--- src/rtl/cfi_pkg.sv ---
// Shared types and defaults for the CFI alert response stage.
// NR_COMMIT_PORTS and CFI_VLEN mirror ariane_pkg::NR_COMMIT_PORTS and riscv::VLEN.
package cfi_pkg;

  localparam int unsigned NR_COMMIT_PORTS       = 2;
  localparam int unsigned CFI_VLEN              = 64;
  localparam int unsigned CFI_TIMEOUT_DEFAULT   = 1024;
  localparam int unsigned CFI_LOG_DEPTH_DEFAULT = 4;

  typedef enum logic [1:0] {
    IDLE      = 2'd0,
    ALERT     = 2'd1,
    ESCALATED = 2'd2
  } cfi_state_e;

  typedef struct packed {
    logic [CFI_VLEN-1:0] pc;
  } cfi_log_entry_t;

  function automatic logic [15:0] cfi_sat_inc16(input logic [15:0] value);
    return (value == 16'hFFFF) ? value : value + 16'd1;
  endfunction

endpackage

--- src/rtl/cfi_log_fifo.sv ---
// Small violation-PC history FIFO; a push into a full FIFO without a pop is
// dropped and latches a sticky overflow flag.
module cfi_log_fifo #(
  parameter int unsigned DEPTH = 4,
  parameter int unsigned WIDTH = 64
) (
  input  logic             clk_i,
  input  logic             rst_i,
  input  logic             push_i,
  input  logic [WIDTH-1:0] data_i,
  input  logic             pop_i,
  output logic [WIDTH-1:0] data_o,
  output logic             full_o,
  output logic             empty_o,
  output logic             overflow_o
);

  localparam int unsigned AW = $clog2(DEPTH);

  logic [WIDTH-1:0] mem_r [DEPTH];
  logic [AW:0]      wr_ptr_r;
  logic [AW:0]      rd_ptr_r;
  logic             overflow_r;
  logic             full_s;
  logic             empty_s;
  logic             do_push_s;
  logic             do_pop_s;

  assign empty_s   = (wr_ptr_r == rd_ptr_r);
  assign full_s    = (wr_ptr_r[AW] != rd_ptr_r[AW]) &&
                     (wr_ptr_r[AW-1:0] == rd_ptr_r[AW-1:0]);
  assign do_pop_s  = pop_i & ~empty_s;
  // A pop in the same cycle frees the slot, so a full FIFO still accepts the push.
  assign do_push_s = push_i & (~full_s | do_pop_s);

  // Pointer and sticky overflow state.
  always_ff @(posedge clk_i or posedge rst_i) begin
    if (rst_i) begin
      wr_ptr_r   <= {(AW+1){1'b0}};
      rd_ptr_r   <= {(AW+1){1'b0}};
      overflow_r <= 1'b0;
    end else begin
      if (do_push_s) wr_ptr_r <= wr_ptr_r + {{AW{1'b0}}, 1'b1};
      if (do_pop_s)  rd_ptr_r <= rd_ptr_r + {{AW{1'b0}}, 1'b1};
      if (push_i && !do_push_s) overflow_r <= 1'b1;
    end
  end

  // Entry storage, written only on an accepted push.
  always_ff @(posedge clk_i) begin
    if (do_push_s) mem_r[wr_ptr_r[AW-1:0]] <= data_i;
  end

  assign data_o     = empty_s ? {WIDTH{1'b0}} : mem_r[rd_ptr_r[AW-1:0]];
  assign full_o     = full_s;
  assign empty_o    = empty_s;
  assign overflow_o = overflow_r;

endmodule

--- src/rtl/cfi_alert_unit.sv ---
// CFI violation response: capture offending PC, halt commit, raise IRQ, escalate on timeout.
// Optional violation-PC log is built only when CFI_ALERT_LOG_EN is defined.
module cfi_alert_unit
  import cfi_pkg::*;
#(
  parameter int unsigned TIMEOUT_CYCLES = CFI_TIMEOUT_DEFAULT,
  parameter int unsigned LOG_DEPTH      = CFI_LOG_DEPTH_DEFAULT,
  parameter int unsigned PC_W           = CFI_VLEN
) (
  input  logic                                  clk_i,
  input  logic                                  rst_i,
  input  logic                                  flow_integrity_violated_i,
  input  logic [NR_COMMIT_PORTS-1:0]            commit_ack_i,
  input  logic [NR_COMMIT_PORTS-1:0][PC_W-1:0]  commit_pc_i,
  input  logic                                  irq_ack_i,
  output logic                                  halt_commit_o,
  output logic                                  irq_o,
  output logic                                  fatal_o,
  output logic [PC_W-1:0]                       captured_pc_o,
  output logic [15:0]                           event_count_o,
  input  logic                                  log_pop_i,
  output logic                                  log_valid_o,
  output logic [PC_W-1:0]                       log_data_o,
  output logic                                  log_overflow_o
);

  localparam int unsigned     TMR_W    = $clog2(TIMEOUT_CYCLES);
  localparam logic [TMR_W-1:0] TMR_LAST = TMR_W'(TIMEOUT_CYCLES - 1);

  cfi_state_e       state_r;
  cfi_state_e       state_next_s;
  logic [TMR_W-1:0] timer_r;
  logic [TMR_W-1:0] timer_next_s;
  logic             capture_s;
  logic [PC_W-1:0]  last_pc_r;
  logic [PC_W-1:0]  captured_pc_r;
  logic             viol_r;
  logic             ev_s;
  logic [15:0]      event_count_r;
  logic             halt_r;
  logic             irq_r;
  logic             fatal_r;
  logic             halt_next_s;
  logic             irq_next_s;
  logic             fatal_next_s;

  assign ev_s = flow_integrity_violated_i & ~viol_r;

  // Track the most recent committed PC; the higher port is younger.
  always_ff @(posedge clk_i or posedge rst_i) begin
    if (rst_i) begin
      last_pc_r <= {PC_W{1'b0}};
    end else if (commit_ack_i[1]) begin
      last_pc_r <= commit_pc_i[1];
    end else if (commit_ack_i[0]) begin
      last_pc_r <= commit_pc_i[0];
    end
  end

  // Edge detect on the sticky flag and saturating event counter.
  always_ff @(posedge clk_i or posedge rst_i) begin
    if (rst_i) begin
      viol_r        <= 1'b0;
      event_count_r <= 16'd0;
    end else begin
      viol_r <= flow_integrity_violated_i;
      if (ev_s) event_count_r <= cfi_sat_inc16(event_count_r);
    end
  end

  // FSM state, escalation timer and captured PC.
  always_ff @(posedge clk_i or posedge rst_i) begin
    if (rst_i) begin
      state_r       <= IDLE;
      timer_r       <= {TMR_W{1'b0}};
      captured_pc_r <= {PC_W{1'b0}};
    end else begin
      state_r <= state_next_s;
      timer_r <= timer_next_s;
      if (capture_s) captured_pc_r <= last_pc_r;
    end
  end

  // Next-state logic; an ack on the final timer cycle beats escalation.
  always_comb begin
    state_next_s = state_r;
    timer_next_s = timer_r;
    capture_s    = 1'b0;
    case (state_r)
      IDLE: begin
        if (ev_s) begin
          state_next_s = ALERT;
          timer_next_s = {TMR_W{1'b0}};
          capture_s    = 1'b1;
        end else begin
          state_next_s = IDLE;
        end
      end
      ALERT: begin
        if (irq_ack_i && ev_s) begin
          state_next_s = ALERT;
          timer_next_s = {TMR_W{1'b0}};
          capture_s    = 1'b1;
        end else if (irq_ack_i) begin
          state_next_s = IDLE;
        end else if (timer_r == TMR_LAST) begin
          state_next_s = ESCALATED;
        end else begin
          timer_next_s = timer_r + TMR_W'(1'b1);
        end
      end
      ESCALATED: begin
        state_next_s = ESCALATED;
      end
      default: begin
        state_next_s = IDLE;
        timer_next_s = {TMR_W{1'b0}};
      end
    endcase
  end

  // Output decode from the next state so the registered outputs track state_r.
  always_comb begin
    halt_next_s  = 1'b0;
    irq_next_s   = 1'b0;
    fatal_next_s = 1'b0;
    case (state_next_s)
      IDLE: begin
        halt_next_s = 1'b0;
      end
      ALERT: begin
        halt_next_s = 1'b1;
        irq_next_s  = 1'b1;
      end
      ESCALATED: begin
        halt_next_s  = 1'b1;
        fatal_next_s = 1'b1;
      end
      default: begin
        halt_next_s = 1'b0;
      end
    endcase
  end

  // Output registers.
  always_ff @(posedge clk_i or posedge rst_i) begin
    if (rst_i) begin
      halt_r  <= 1'b0;
      irq_r   <= 1'b0;
      fatal_r <= 1'b0;
    end else begin
      halt_r  <= halt_next_s;
      irq_r   <= irq_next_s;
      fatal_r <= fatal_next_s;
    end
  end

  assign halt_commit_o = halt_r;
  assign irq_o         = irq_r;
  assign fatal_o       = fatal_r;
  assign captured_pc_o = captured_pc_r;
  assign event_count_o = event_count_r;

`ifdef CFI_ALERT_LOG_EN
  logic log_empty_s;
  logic log_full_unused_s;

  cfi_log_fifo #(
    .DEPTH (LOG_DEPTH),
    .WIDTH (PC_W)
  ) u_log_fifo (
    .clk_i      (clk_i),
    .rst_i      (rst_i),
    .push_i     (ev_s),
    .data_i     (last_pc_r),
    .pop_i      (log_pop_i),
    .data_o     (log_data_o),
    .full_o     (log_full_unused_s),
    .empty_o    (log_empty_s),
    .overflow_o (log_overflow_o)
  );

  assign log_valid_o = ~log_empty_s;
`else
  logic unused_log_s;

  assign unused_log_s   = log_pop_i | (LOG_DEPTH == 32'd0);
  assign log_valid_o    = 1'b0;
  assign log_data_o     = {PC_W{1'b0}};
  assign log_overflow_o = 1'b0;
`endif

endmodule

--- config.mk ---
export PLATFORM = sky130hd
export DESIGN_NAME = cfi_alert_unit
export DESIGN_NICKNAME = d
export VERILOG_FILES = /design/src/rtl/cfi_pkg.sv /design/src/rtl/cfi_log_fifo.sv /design/src/rtl/cfi_alert_unit.sv
export SDC_FILE = /design/constraint.sdc
export NUM_CORES = 1
export LEC_CHECK = 0
export BUFFER_PORTS_ARGS = -buffer_cell sky130_fd_sc_hd__buf_2
export CELL_PAD_IN_SITES_DETAIL_PLACEMENT = 1
export CELL_PAD_IN_SITES_GLOBAL_PLACEMENT = 1
export CORE_AREA = 5 5 142 144
export CTS_BUF_LIST = sky130_fd_sc_hd__clkbuf_8
export CTS_CLUSTER_SIZE = 16
export DETAILED_ROUTE_END_ITERATION = 7
export DIE_AREA = 0 0 147 149
export PLACE_DENSITY_LB_ADDON = 0.2
export RECOVER_POWER = 25
export SYNTH_ARGS = -nofsm -noshare
export SYNTH_HDL_FRONTEND = slang
export SYNTH_HIERARCHICAL = 1
export SYNTH_SLANG_ARGS = --single-unit
--- constraint.sdc ---
create_clock -name clk_i -period 10.2 [get_ports clk_i]
set_clock_uncertainty 0.15 [all_clocks]
set_input_delay 1.53 -clock clk_i [delete_from_list [all_inputs] [get_ports clk_i]]
set_output_delay 1.53 -clock clk_i [all_outputs]
set_load 0.02 [all_outputs]
# --- Yosys cells after proc, flatten, opt, wreduce, memory -nomap -nowiden ---
# Index checks and enable logic that the tools add are counted.
word_totals:
  regBits: 160
  inputBits: 135
  word_cells: 48
  out_inout_bits: 149
classes:
  n_eq_ne: 9
  addsub: 2
  reduce_logical: 6
  n_mux: 18
  bitwise_logic: 4
op_table:
  columns: ["operator", "count"]
  rows:
  - ["$mux W64", 2]
  - ["$mux W10", 4]
  - ["$pmux W10 S3", 1]
  - ["$add A16 B1 Y16 const B", 1]
  - ["$eq A16 B16 Y1 const B", 1]
  - ["$add A10 B1 Y10 const B", 1]
  - ["$eq A10 B10 Y1 const B", 1]
  - ["$mux W1", 6]
  - ["$mux W2", 3]
  - ["$ne A3 B3 Y1 const B", 2]
  - ["$pmux W2 S3", 1]
  - ["$eq A2 B1 Y1 const B", 2]
  - ["$eq A2 B2 Y1 const B", 2]
  - ["$reduce_and A4 Y1", 1]
  - ["$not A1 Y1", 3]
  - ["$logic_not A2 Y1", 1]
  - ["$ne A2 B2 Y1 const B", 1]
  - ["$pmux W1 S2", 1]
  - ["$reduce_and A2 Y1", 1]
  - ["$reduce_bool A2 Y1", 1]
  - ["$reduce_or A2 Y1", 1]
  - ["$and A1 B1 Y1", 1]
  - ["$logic_and A1 B1 Y1", 1]

# --- Depth between registers and ports, before layout ---
logic_depth:
  ltp_word: 8
  depth_mapped: 7
  depth_no_buf: 7

# --- Worst setup path after synthesis ---
# Ideal clock, no wire load.
synth_timing:
  kind: "in2reg"
  startpoint: "input flow_integrity_violated_i"
  endpoint: "register halt_r, in the netlist halt_commit_o"
  arrival_ns: 2.558
  slack_ns: 7.380
  t_required_ns: 9.937
  setup_time_ns: 0.113
  cell_stages: 7
  cell_sequence: "nor2b_1 buf_4 nor2_1 a211oi_1 inv_1 ha_1 inv_1"
synth_via:
  elab_chain_len: 7
  word_cells_on_any_way: 9
synth_rtl:
  columns: ["element", "line", "source"]
  rows:
  - ["start: declaration", "cfi_alert_unit.sv:12", "input logic flow_integrity_violated_i,"]
  - ["$and A1 B1 Y1 (*)", "cfi_alert_unit.sv:47", "assign ev_s = flow_integrity_violated_i & ~viol_r;"]
  - ["$logic_and A1 B1 Y1", "cfi_alert_unit.sv:100", "if (irq_ack_i && ev_s) begin"]
  - ["$mux W2", "cfi_alert_unit.sv:100", null]
  - ["$pmux W2 S3 (*)", "cfi_alert_unit.sv:89", "case (state_r)"]
  - ["via state_next_s[0]", "cfi_alert_unit.sv:31", "cfi_state_e state_next_s;"]
  - ["$eq A2 B2 Y1 or $eq A2 B1 Y1 (tied branches)", "cfi_alert_unit.sv:127", "case (state_next_s)"]
  - ["$reduce_or A2 Y1 (no source line) (*)", null, null]
  - ["$mux W1 (*)", "cfi_alert_unit.sv:127", null]
  - ["via halt_next_s", "cfi_alert_unit.sv:43", "logic halt_next_s;"]
  - ["end signal: assignment", "cfi_alert_unit.sv:152", "halt_r <= halt_next_s;"]
  - ["end: declaration", "cfi_alert_unit.sv:40", "logic halt_r;"]
# The timed path passes the listed nets; every way through them passes the cells marked *.
# A chain may end at the register's enable or synchronous reset.

==> results.tsv <==
stage	metric	value	unit
pwr	P_sw	591	uW
floorplanning	Die ar.	21900	um2
pwr	sw frac	33.0	%
layout	Final #Nets	986	
timing	# setup viols final	0	
pwr	Comb pwr share	25.3	%
timing	Max-slew headroom	-176	%
logic_synthesis	share of the synthesized area in the top cell type	51.9	%
pwr	Cell Int Power	1.20	mW
place	IO buf count	216	
pwr	Clock power frac	29.3	%
timing	fin crit share	46.4	%
timing	RSZ-0062 raised after global routing	no	
layout	commonest non-fill, non-tap cell in the layout	buf_2	
global_routing	grt ovf	0	
clock_tree	hold buffers post-CTS	0	
run_status	status	complete, but fails checks	
worst_setup_path	startpoint types	input pin	
timing	Post-Route Setup TNS	0	ps
clock_tree	Skew-Pair Late Insertion Delay	440	ps
clock_tree	Max clock buf depth	2	
layout	area delta synth->final	17.7	%
logic_synthesis	Yosys reg bits	160	
worst_setup_path	crit end category	async pin	
floorplanning	row count	50	
worst_setup_path	r2r setup slk	7700	ps
worst_setup_path	CP required	10500	ps
logic_synthesis	synthesized instance count	639	
drt	total wire length	20500	um
global_routing	largest net degree at the start of global routing	94	
clock_tree	Clock Tree Root	clkbuf_8	
worst_setup_path	worst reg2reg path depth	4	
floorplanning	Initial Util	41.5	%
logic_synthesis	Unique masters post-synth	53	
timing	shortest period the worst path allows	4730	ps
drt	Routed WL per cell	18.7	um
logic_synthesis	Async S/R FF share, synth	100	%
logic_synthesis	register area share after synthesis	51.9	%
layout	Final Non-Filler Cells	1096	
timing	fin. max-slew vios	93	
timing	Final Hold Fails	0	
place	dpl hpwl	14800	um
pwr	P_leak	4.81	nW
drt	antenna viol nets, final	0	
layout	share of layout cells above drive strength 1	36.5	%
timing	FMAX	211	MHz
pwr	Cell Pwr Density	197	nW/um2
global_routing	vias in the first global route	6084	
global_routing	initial antenna violation count	1	
clock_tree	CTS tree	built	
clock_tree	cts bufs inserted	17	
drt	DRT Pass-1 Iters	4	
worst_setup_path	Crit Path Class	in2async	
clock_tree	# clock sinks	160	
run	max cap viols	1	
floorplanning	Core Footprint	18600	um2
logic_synthesis	area leader, netlist	dfrtp_1	
logic_synthesis	Syn Area/Cell	12.1	um2
clock_tree	clock-pin slew on the worst setup and hold paths	90	ps
place	Inst Count DP	1062	
layout	most frequent cells in the layout	211 x buf_2, 160 x dfrtp_1, 72 x nand2_1, 68 x o21ai_0, 66 x conb_1	
clock_tree	Resized Gates After CTS	0	
drt	DR DRC count	0	
floorplanning	Vert. Die Dim	149	um
clock_tree	Setup Buffers After CTS	0	
worst_setup_path	reg2reg end	captured_pc_o[50]$_DFFE_PP0P_	
logic_synthesis	Area contributors post-synth	dfrtp_1 52%, mux2_4 12%, mux2i_1 8.3%	
timing	Tightest Pin Transition	4110	ps
logic_synthesis	EDFF count, synth	0	
run_status	violated checks	max-capacitance violations, max-slew violations	
floorplanning	Die W	147	um
pwr	Max VDD drop	0.100	mV
worst_setup_path	R2R Path Start	state_r[0]$_DFF_PP0_	
logic_synthesis	cell area after synthesis	7710	um2
global_routing	first-pass GRT wire length	32600	um
worst_setup_path	CP max FO	92	
worst_setup_path	Crit path arrival time	5030	ps
logic_synthesis	Synth Warn #	6	
pwr	part of the power in registers	45.3	%
worst_setup_path	Worst setup startpoint	rst_i	
place	GPL Wtd Cong	0.784	
drt	DR vias/cell	4.95	
logic_synthesis	ys flop type	dfrtp_1	
global_routing	GRT Util Overall	18.5	%
worst_setup_path	Worst setup endpoint	captured_pc_o[5]$_DFFE_PP0P_	
floorplanning	io pins	284	
drt	DR iter-0 viols	190	
worst_hold_path	worst hold path type	reg2reg	
drt	DR vias	5430	
clock_tree	H-tree Lvls	4	
## cell type report
type | count | area (um2)
timing repair buffer | 220 | 1110
fill | 2102 | 9500
antenna | 2 | 5.00
multi-input combinational | 436 | 3180
inverter | 12 | 46.3
sequential | 160 | 4000
clock buffer | 17 | 234
clock inverter | 15 | 209
tap | 234 | 293
## worst max-delay path: stages
cell and delay [ps]:
clkbuf_1 80, clkinvlp_2 2280, buf_4 990
## kinds of logic after synthesis
logic type	count (synthesis)	synth area share, %
flops	160	51.9
simple gates	123	7.77
mux	129	20.7
buf+inv	108	10.0
fa+ha+maj	4	0.649
compound gates	102	7.51
xor+xnor	12	1.36
other cells	1	0.0486
## per-stage QoR
stage	utilization, %	hold slack (ps)	setup slack (ps)	total power [mW]	instance area (um2)
global placement	46.5	322	6490	1.26	8650
floorplan	-	307	4200	1.13	7960
CTS	48.9	358	6960	1.81	9090
global route	48.8	371	4640	1.88	9080
finish	48.9	353	5470	1.79	9080
detailed placement	46.5	335	6460	1.28	8650
## synth_stat cells (2+ instances only)
master and n:
mux2_4 60, o21ai_0 68, buf_4 67, or3_1 4, nor4_1 4, mux2i_1 64, a211oi_1 3, nand2_1 72
a21oi_2 2, or2b_1 2, nand3_1 5, a31oi_1 2, nor2_1 5, nand4_1 7, inv_1 12, and3_1 2
a21oi_1 12, dfrtp_1 160, and2_1 4, nor3_1 7, xor2_1 11, buf_12 6, clkbuf_1 14, a41oi_1 3
buf_2 8, mux2_1 5, ha_1 4
## how the worst min path moves through the flow
stage	to	slack [ps]	start	cells past startpoint
3_5_place_dp	event_count_o[8]$_DFFE_PP0P_	330	event_count_o[8]$_DFFE_PP0P_	1
6_report	event_count_o[8]$_DFFE_PP0P_	350	event_count_o[8]$_DFFE_PP0P_	1
3_3_place_gp	captured_pc_o[28]$_DFFE_PP0P_	320	last_pc_r[28]$_DFFE_PP0P_	1
5_1_grt	captured_pc_o[58]$_DFFE_PP0P_	370	last_pc_r[58]$_DFFE_PP0P_	1
2_1_floorplan	captured_pc_o[28]$_DFFE_PP0P_	310	last_pc_r[28]$_DFFE_PP0P_	1
4_1_cts	event_count_o[8]$_DFFE_PP0P_	360	event_count_o[8]$_DFFE_PP0P_	1
## sequential cells by signal, summed over array words and instances (netlist names)
register and count:
last_pc_r 64, event_count_o 16, irq_o 1, viol_r 1, state_r 2, halt_commit_o 1
fatal_o 1, timer_r 10, captured_pc_o 64
## power groups by stage
stage	logic [mW]	clock network, mW	registers (mW)
final	0.454	0.526	0.813
after global routing	0.487	0.567	0.826
after CTS	0.461	0.541	0.812
after detailed placement	0.458	0	0.823
after global placement	0.446	0	0.814
after floorplan	0.232	0	0.903
## routing by layer
metal / up-vias / global-route usage, % / wire (um)
met5: - / 0 / 0
met3: 32 / 4.62 / 1250
met2: 182 / 31.9 / 10200
li1: 2507 / - / -
met1: 2709 / 22.7 / 8560
met4: 0 / 6.57 / 433
Power figures use the tool's default switching activity.
